### config.mk
export PLATFORM = sky130hd
export DESIGN_NAME = imm_encoder
export DESIGN_NICKNAME = d
export VERILOG_FILES = /design/src/rtl/imm_encoder.sv
export SDC_FILE = /design/constraint.sdc
export NUM_CORES = 1
export LEC_CHECK = 0
export CAP_MARGIN = 20
export CORE_UTILIZATION = 37
export CTS_CLUSTER_SIZE = 12
export DETAILED_ROUTE_END_ITERATION = 10
export DONT_BUFFER_PORTS = 1
export PLACE_DENSITY_LB_ADDON = 0.05
export SETUP_SLACK_MARGIN = 0.5
export SYNTH_ARGS = -nofsm -noshare
export SYNTH_HDL_FRONTEND = slang
export SYNTH_SLANG_ARGS = --single-unit
### constraint.sdc
create_clock -name clk -period 2.84 [get_ports clk]
set_input_delay 0.568 -clock clk [delete_from_list [all_inputs] [get_ports clk]]
set_output_delay 0.568 -clock clk [all_outputs]
set_load 0.005 [all_outputs]
### src/rtl/imm_encoder.sv
// Two-stage RV32I instruction encoder: packs opcode/register fields and a 32-bit immediate into an instruction word.
// Optional macro IMM_RANGE_CHECK_EN enables immediate range/alignment rejection; otherwise only bad opcodes are rejected.
module imm_encoder #(
    parameter int          CNT_W    = 16,
    parameter logic [31:0] NOP_INST = 32'h00000013
) (
    input  logic             clk,
    input  logic             reset,
    input  logic             in_valid,
    output logic             in_ready,
    input  logic [6:0]       in_opcode,
    input  logic [4:0]       in_rd,
    input  logic [4:0]       in_rs1,
    input  logic [4:0]       in_rs2,
    input  logic [2:0]       in_funct3,
    input  logic [6:0]       in_funct7,
    input  logic [31:0]      in_imm,
    output logic             out_valid,
    input  logic             out_ready,
    output logic [31:0]      out_inst,
    output logic             out_err,
    input  logic             err_clear,
    output logic             err_sticky,
    output logic [CNT_W-1:0] enc_count
);

    // Handshake: a word moves across an interface on a rising edge where valid && ready.
    // A holder keeps valid and its data stable until taken; ready never depends on the
    // upstream valid of the same interface beyond the pipeline's own occupancy.

    typedef enum logic [2:0] {
        FMT_R,
        FMT_I,
        FMT_S,
        FMT_B,
        FMT_U,
        FMT_J,
        FMT_BAD
    } fmt_t;

    fmt_t        in_fmt;
    logic        in_ok;

    logic        s1_valid;
    fmt_t        s1_fmt;
    logic        s1_ok;
    logic [6:0]  s1_opcode;
    logic [4:0]  s1_rd;
    logic [4:0]  s1_rs1;
    logic [4:0]  s1_rs2;
    logic [2:0]  s1_funct3;
    logic [6:0]  s1_funct7;
    logic [31:0] s1_imm;

    logic        s1_adv;
    logic        s2_adv;
    logic        handoff;
    logic [31:0] enc_inst;
    logic        enc_err;

    assign s2_adv   = !out_valid || out_ready;
    assign s1_adv   = !s1_valid || s2_adv;
    assign in_ready = s1_adv;
    assign handoff  = out_valid && out_ready;

    always_comb begin
        in_fmt = FMT_BAD;
        case (in_opcode)
            7'b0010011, 7'b0000011, 7'b1100111: in_fmt = FMT_I;
            7'b0100011:                         in_fmt = FMT_S;
            7'b1100011:                         in_fmt = FMT_B;
            7'b0110111, 7'b0010111:             in_fmt = FMT_U;
            7'b1101111:                         in_fmt = FMT_J;
            7'b0110011:                         in_fmt = FMT_R;
            default:                            in_fmt = FMT_BAD;
        endcase
    end

    // in_ok folds the opcode check in, so stage 2 only needs one reject bit.
    always_comb begin
        in_ok = 1'b0;
`ifdef IMM_RANGE_CHECK_EN
        case (in_fmt)
            FMT_I, FMT_S: in_ok = (&in_imm[31:11]) || !(|in_imm[31:11]);
            FMT_B:        in_ok = ((&in_imm[31:12]) || !(|in_imm[31:12])) && !in_imm[0];
            FMT_J:        in_ok = ((&in_imm[31:20]) || !(|in_imm[31:20])) && !in_imm[0];
            FMT_U:        in_ok = (in_imm[11:0] == 12'd0);
            FMT_R:        in_ok = 1'b1;
            default:      in_ok = 1'b0;
        endcase
`else
        in_ok = (in_fmt != FMT_BAD);
`endif
    end

    always_ff @(posedge clk) begin
        if (!reset) begin
            s1_valid <= 1'b0;
        end else if (s1_adv) begin
            s1_valid <= in_valid;
            if (in_valid) begin
                s1_fmt    <= in_fmt;
                s1_ok     <= in_ok;
                s1_opcode <= in_opcode;
                s1_rd     <= in_rd;
                s1_rs1    <= in_rs1;
                s1_rs2    <= in_rs2;
                s1_funct3 <= in_funct3;
                s1_funct7 <= in_funct7;
                s1_imm    <= in_imm;
            end
        end
    end

    always_comb begin
        enc_inst = NOP_INST;
        enc_err  = 1'b1;
        if (s1_ok) begin
            enc_err = 1'b0;
            case (s1_fmt)
                FMT_I: enc_inst = {s1_imm[11:0], s1_rs1, s1_funct3, s1_rd, s1_opcode};
                FMT_S: enc_inst = {s1_imm[11:5], s1_rs2, s1_rs1, s1_funct3, s1_imm[4:0], s1_opcode};
                FMT_B: enc_inst = {s1_imm[12], s1_imm[10:5], s1_rs2, s1_rs1, s1_funct3,
                                   s1_imm[4:1], s1_imm[11], s1_opcode};
                FMT_U: enc_inst = {s1_imm[31:12], s1_rd, s1_opcode};
                FMT_J: enc_inst = {s1_imm[20], s1_imm[10:1], s1_imm[11], s1_imm[19:12],
                                   s1_rd, s1_opcode};
                FMT_R: enc_inst = {s1_funct7, s1_rs2, s1_rs1, s1_funct3, s1_rd, s1_opcode};
                default: begin
                    enc_inst = NOP_INST;
                    enc_err  = 1'b1;
                end
            endcase
        end
    end

    always_ff @(posedge clk) begin
        if (!reset) begin
            out_valid <= 1'b0;
            out_inst  <= 32'd0;
            out_err   <= 1'b0;
        end else if (s2_adv) begin
            out_valid <= s1_valid;
            if (s1_valid) begin
                out_inst <= enc_inst;
                out_err  <= enc_err;
            end
        end
    end

    // A rejection leaving stage 2 outranks a simultaneous clear request.
    always_ff @(posedge clk) begin
        if (!reset) begin
            enc_count  <= '0;
            err_sticky <= 1'b0;
        end else begin
            if (handoff && !out_err) enc_count <= enc_count + 1'b1;
            if (handoff && out_err) err_sticky <= 1'b1;
            else if (err_clear)     err_sticky <= 1'b0;
        end
    end

endmodule

==> metrics.cfg <==
[clock_tree]
tritoncts_num_sinks=120
worst_skew_pair.late_latency_ns=0.41
postCtsHoldBufs=0
cts.htree.levels=4
cts.reportedPaths.clkPinSlew_ns=0.05
post_cts.repair.setup_buffers=0
clock_tree.buffer_depth=2
tritoncts=done
numCtsBuffers=17
ctsRootBufferMaster=sky130_fd_sc_hd__clkbuf_16
post_cts_resize_count=0

[global_route]
grtUsageMet2=0.239
grt_pass1_vias=2754
gr-total-overflow=0
use_met1=0.210
antenna_violations_before_repair=1
grt_busiest_layer=met2
grt_use_total=0.168
grt_util_met3=0.0818
grt_pass1_wl_um=15600
grt_start_max_net_pins=69

[placement]
dp_hpwl_um=6950
postPlaceCellArea_mm2=0.00480
placedCellCount=534
portBuffers=0
gpl.final_weighted_congestion=0.680

[setup_path]
timing.critical_path.fanout_max=6
critical_path_arrival_ns=1.45
worst_path_dominant_cell_family=simple AND/OR/NAND/NOR gates
critical_path_class=reg2out
startpoint_type=flop
crit_path_top_delay_cell=sky130_fd_sc_hd__nor2b_1
critPathBufInv=0
worst-endpoint-required_ns=2.27
path_cells=nor2b_1 > nand2_1
critical_path.endpoint_type=output pin
cpPeakStageDelay_ns=0.44

[timing]
setup_violations=0
fmax_mhz=496
finalWorstPathRequiredPeriod_ns=2.02
setup_repair_after_global_routing_missed_its_margin=no
finalMaxSlewViolations=0
worst_setup_skew_after_layout_ns=0.00667
report.final.hold_viol_count=0
post-route-period-util=0.710
fin_setup_tns_ns=0
max_slew_margin=0.397
worst_pin_slew_ns=0.905

[detailed_routing]
drt_wl_total_um=10100
detail-route-antenna-nets=0
routed_via_density=5.03
route.detailed.drc=0
first_pass_iters=4
avgRoutedWirePerCell_um=17.9
drtIter0Drc=168
via_count=2847

[final_layout]
stdcell_area_mm2=0.00534
final_net_count=455
finish.cell_count_without_fillers=566
area_growth_pct=16.0
drive_above_1_share=0.116

[logic_synthesis]
synthCells=378
post-synth-top-area-cell=sky130_fd_sc_hd__edfxtp_1
synth_edf_count=68
ys.warnings.count=0
synth_fp_nets=448
yosysUniqueCellTypes=43
synth_seq_cells=120
synth.yosys.seq_area_share=0.670
async_reset_ff_frac=0
synthesis.area_mm2=0.00460
synthDominantCellAreaShare=0.443
post_synth_main_area_contributors=sky130_fd_sc_hd__edfxtp_1, sky130_fd_sc_hd__dfxtp_1, sky130_fd_sc_hd__a22oi_1, sky130_fd_sc_hd__a21oi_1, sky130_fd_sc_hd__nand2_1
synth_top_flop_cell=sky130_fd_sc_hd__edfxtp_1
post_syn_area_per_cell_um2=12.2

[die]
die_w_um=114
io_pins=121
die_area_mm2=0.0129
starting_density=0.382
die_height_um=114
core_area_mm2=0.0121
floorplan.rows=40

[pwr]
max-vdd-ir-drop_v=0.000369
power_density_mw_per_mm2=750
total_power_of_the_final_layout_mw=4.01
total_leakage_power_nw=1.79

[worst_hold_path]
worstHoldPathType=in2reg

[status]
run_status=finished, final reports clean

[job]
timing.max_cap.violations=0

worst paths after layout:
| kind | depth (start not counted) | endpoint | slack (ns) | from |
|---|---|---|---|---|
| max | 2 | in_ready | 0.82 | out_valid |
| min | 0 | s1_rs1[2] | 0.25 | in_rs1[2] |
| max reg2reg | 4 | enc_count[13] | 0.86 | enc_count[4] |
| min reg2reg | 2 | out_inst[15] | 0.47 | out_inst[15] |
final cells by class:
cell class,count,area (um2)
inverter,12,45.0
sequential,120,3080
timing repair buffer,7,52.6
antenna,1,2.50
fill,1140,6720
multi-input combinational,227,1410
clock inverter,10,78.8
tap,168,210
clock buffer,21,460
worst register-to-register path, stage by stage (launching register included):
cell	delay [ns]
sky130_fd_sc_hd__dfxtp_1	0.45
sky130_fd_sc_hd__nand4_2	0.23
sky130_fd_sc_hd__or4_4	0.58
sky130_fd_sc_hd__or4b_1	0.51
sky130_fd_sc_hd__a21oi_1	0.15
synthesized netlist by cell type, types with 3 or more instances:
cell type / instances
sky130_fd_sc_hd__nand3_1: 7
sky130_fd_sc_hd__inv_1: 10
sky130_fd_sc_hd__clkbuf_1: 15
sky130_fd_sc_hd__xor2_1: 4
sky130_fd_sc_hd__dfxtp_1: 52
sky130_fd_sc_hd__nor4_1: 3
sky130_fd_sc_hd__nand4_1: 3
sky130_fd_sc_hd__o2bb2ai_1: 9
sky130_fd_sc_hd__nand2_1: 29
sky130_fd_sc_hd__mux2i_1: 9
sky130_fd_sc_hd__nand2b_1: 14
sky130_fd_sc_hd__a21oi_1: 29
sky130_fd_sc_hd__edfxtp_1: 68
sky130_fd_sc_hd__a32o_1: 4
sky130_fd_sc_hd__nor2b_1: 9
sky130_fd_sc_hd__a22oi_1: 27
sky130_fd_sc_hd__buf_2: 3
sky130_fd_sc_hd__xnor2_1: 6
sky130_fd_sc_hd__o21ai_0: 21
sky130_fd_sc_hd__nor2_1: 28
through the flow:
stage	utilization	hold WS [ns]	setup slack (ns)
6_report	0.443	0.248	0.823
3_5_place_dp	0.398	0.468	0.785
5_1_grt	0.442	0.224	0.665
4_1_cts	0.442	0.231	0.833
3_3_place_gp	0.398	0.463	0.804
2_1_floorplan	-	0.453	0.671
cells in the final DEF (no fill, tap or decap), types with 2 or more instances in the layout:
| master | count |
|---|---|
| sky130_fd_sc_hd__nand4_1 | 3 |
| sky130_fd_sc_hd__nand2b_1 | 14 |
| sky130_fd_sc_hd__or4_1 | 2 |
| sky130_fd_sc_hd__xnor2_1 | 6 |
| sky130_fd_sc_hd__nor2b_1 | 9 |
| sky130_fd_sc_hd__nor2_1 | 28 |
| sky130_fd_sc_hd__nand3_1 | 7 |
| sky130_fd_sc_hd__a21oi_1 | 29 |
| sky130_fd_sc_hd__dfxtp_1 | 52 |
| sky130_fd_sc_hd__buf_4 | 7 |
| sky130_fd_sc_hd__and4b_1 | 2 |
| sky130_fd_sc_hd__clkbuf_8 | 2 |
| sky130_fd_sc_hd__a22oi_1 | 27 |
| sky130_fd_sc_hd__a22o_1 | 2 |
| sky130_fd_sc_hd__clkinv_1 | 2 |
| sky130_fd_sc_hd__a32o_1 | 4 |
| sky130_fd_sc_hd__edfxtp_1 | 68 |
| sky130_fd_sc_hd__inv_1 | 10 |
| sky130_fd_sc_hd__xor2_1 | 4 |
| sky130_fd_sc_hd__clkbuf_1 | 2 |
| sky130_fd_sc_hd__nor4_1 | 3 |
| sky130_fd_sc_hd__clkinvlp_4 | 2 |
| sky130_fd_sc_hd__nand2_1 | 29 |
| sky130_fd_sc_hd__mux2i_1 | 9 |
| sky130_fd_sc_hd__o2bb2ai_1 | 9 |
| sky130_fd_sc_hd__o21ai_0 | 21 |
| sky130_fd_sc_hd__nor3_1 | 2 |
| sky130_fd_sc_hd__clkbuf_16 | 17 |
| sky130_fd_sc_hd__clkinv_2 | 6 |
| sky130_fd_sc_hd__mux2_2 | 2 |
where the power goes:
group | internal, mW | switching, mW
registers | 1.90 | 0.0293
clock network | 1.23 | 0.724
logic | 0.0441 | 0.0819
sequential cells by signal, indices dropped and copies added (netlist names), 3 cells and up:
register,cells
s1_opcode,7
s1_funct7,7
s1_funct3,3
s1_rs2,5
s1_imm,32
s1_rd,5
enc_count,16
s1_fmt,3
s1_rs1,5
out_inst,32
metal layers:
layer | share of wire | vias up
li1 | - | 1414
met1 | 0.45 | 1323
met2 | 0.44 | 94
met3 | 0.088 | 16
met4 | 0.021 | 0
met5 | 0 | -
logic make-up (layout without fill, tap and decap cells):
group / Yosys count / in the layout / share of synthesized area
AO/OA/AOI/OAI: 97 / 97 / 0.137
AND/OR/NAND/NOR: 108 / 108 / 0.121
other: 0 / 1 / 0
adder cells (fa/ha/maj): 1 / 1 / 0.00272
multiplexers: 11 / 11 / 0.0245
buffers and inverters: 31 / 50 / 0.0261
flip-flops: 120 / 120 / 0.670
XOR/XNOR: 10 / 10 / 0.0190
No activity file was read; power rests on OpenSTA's default activity.
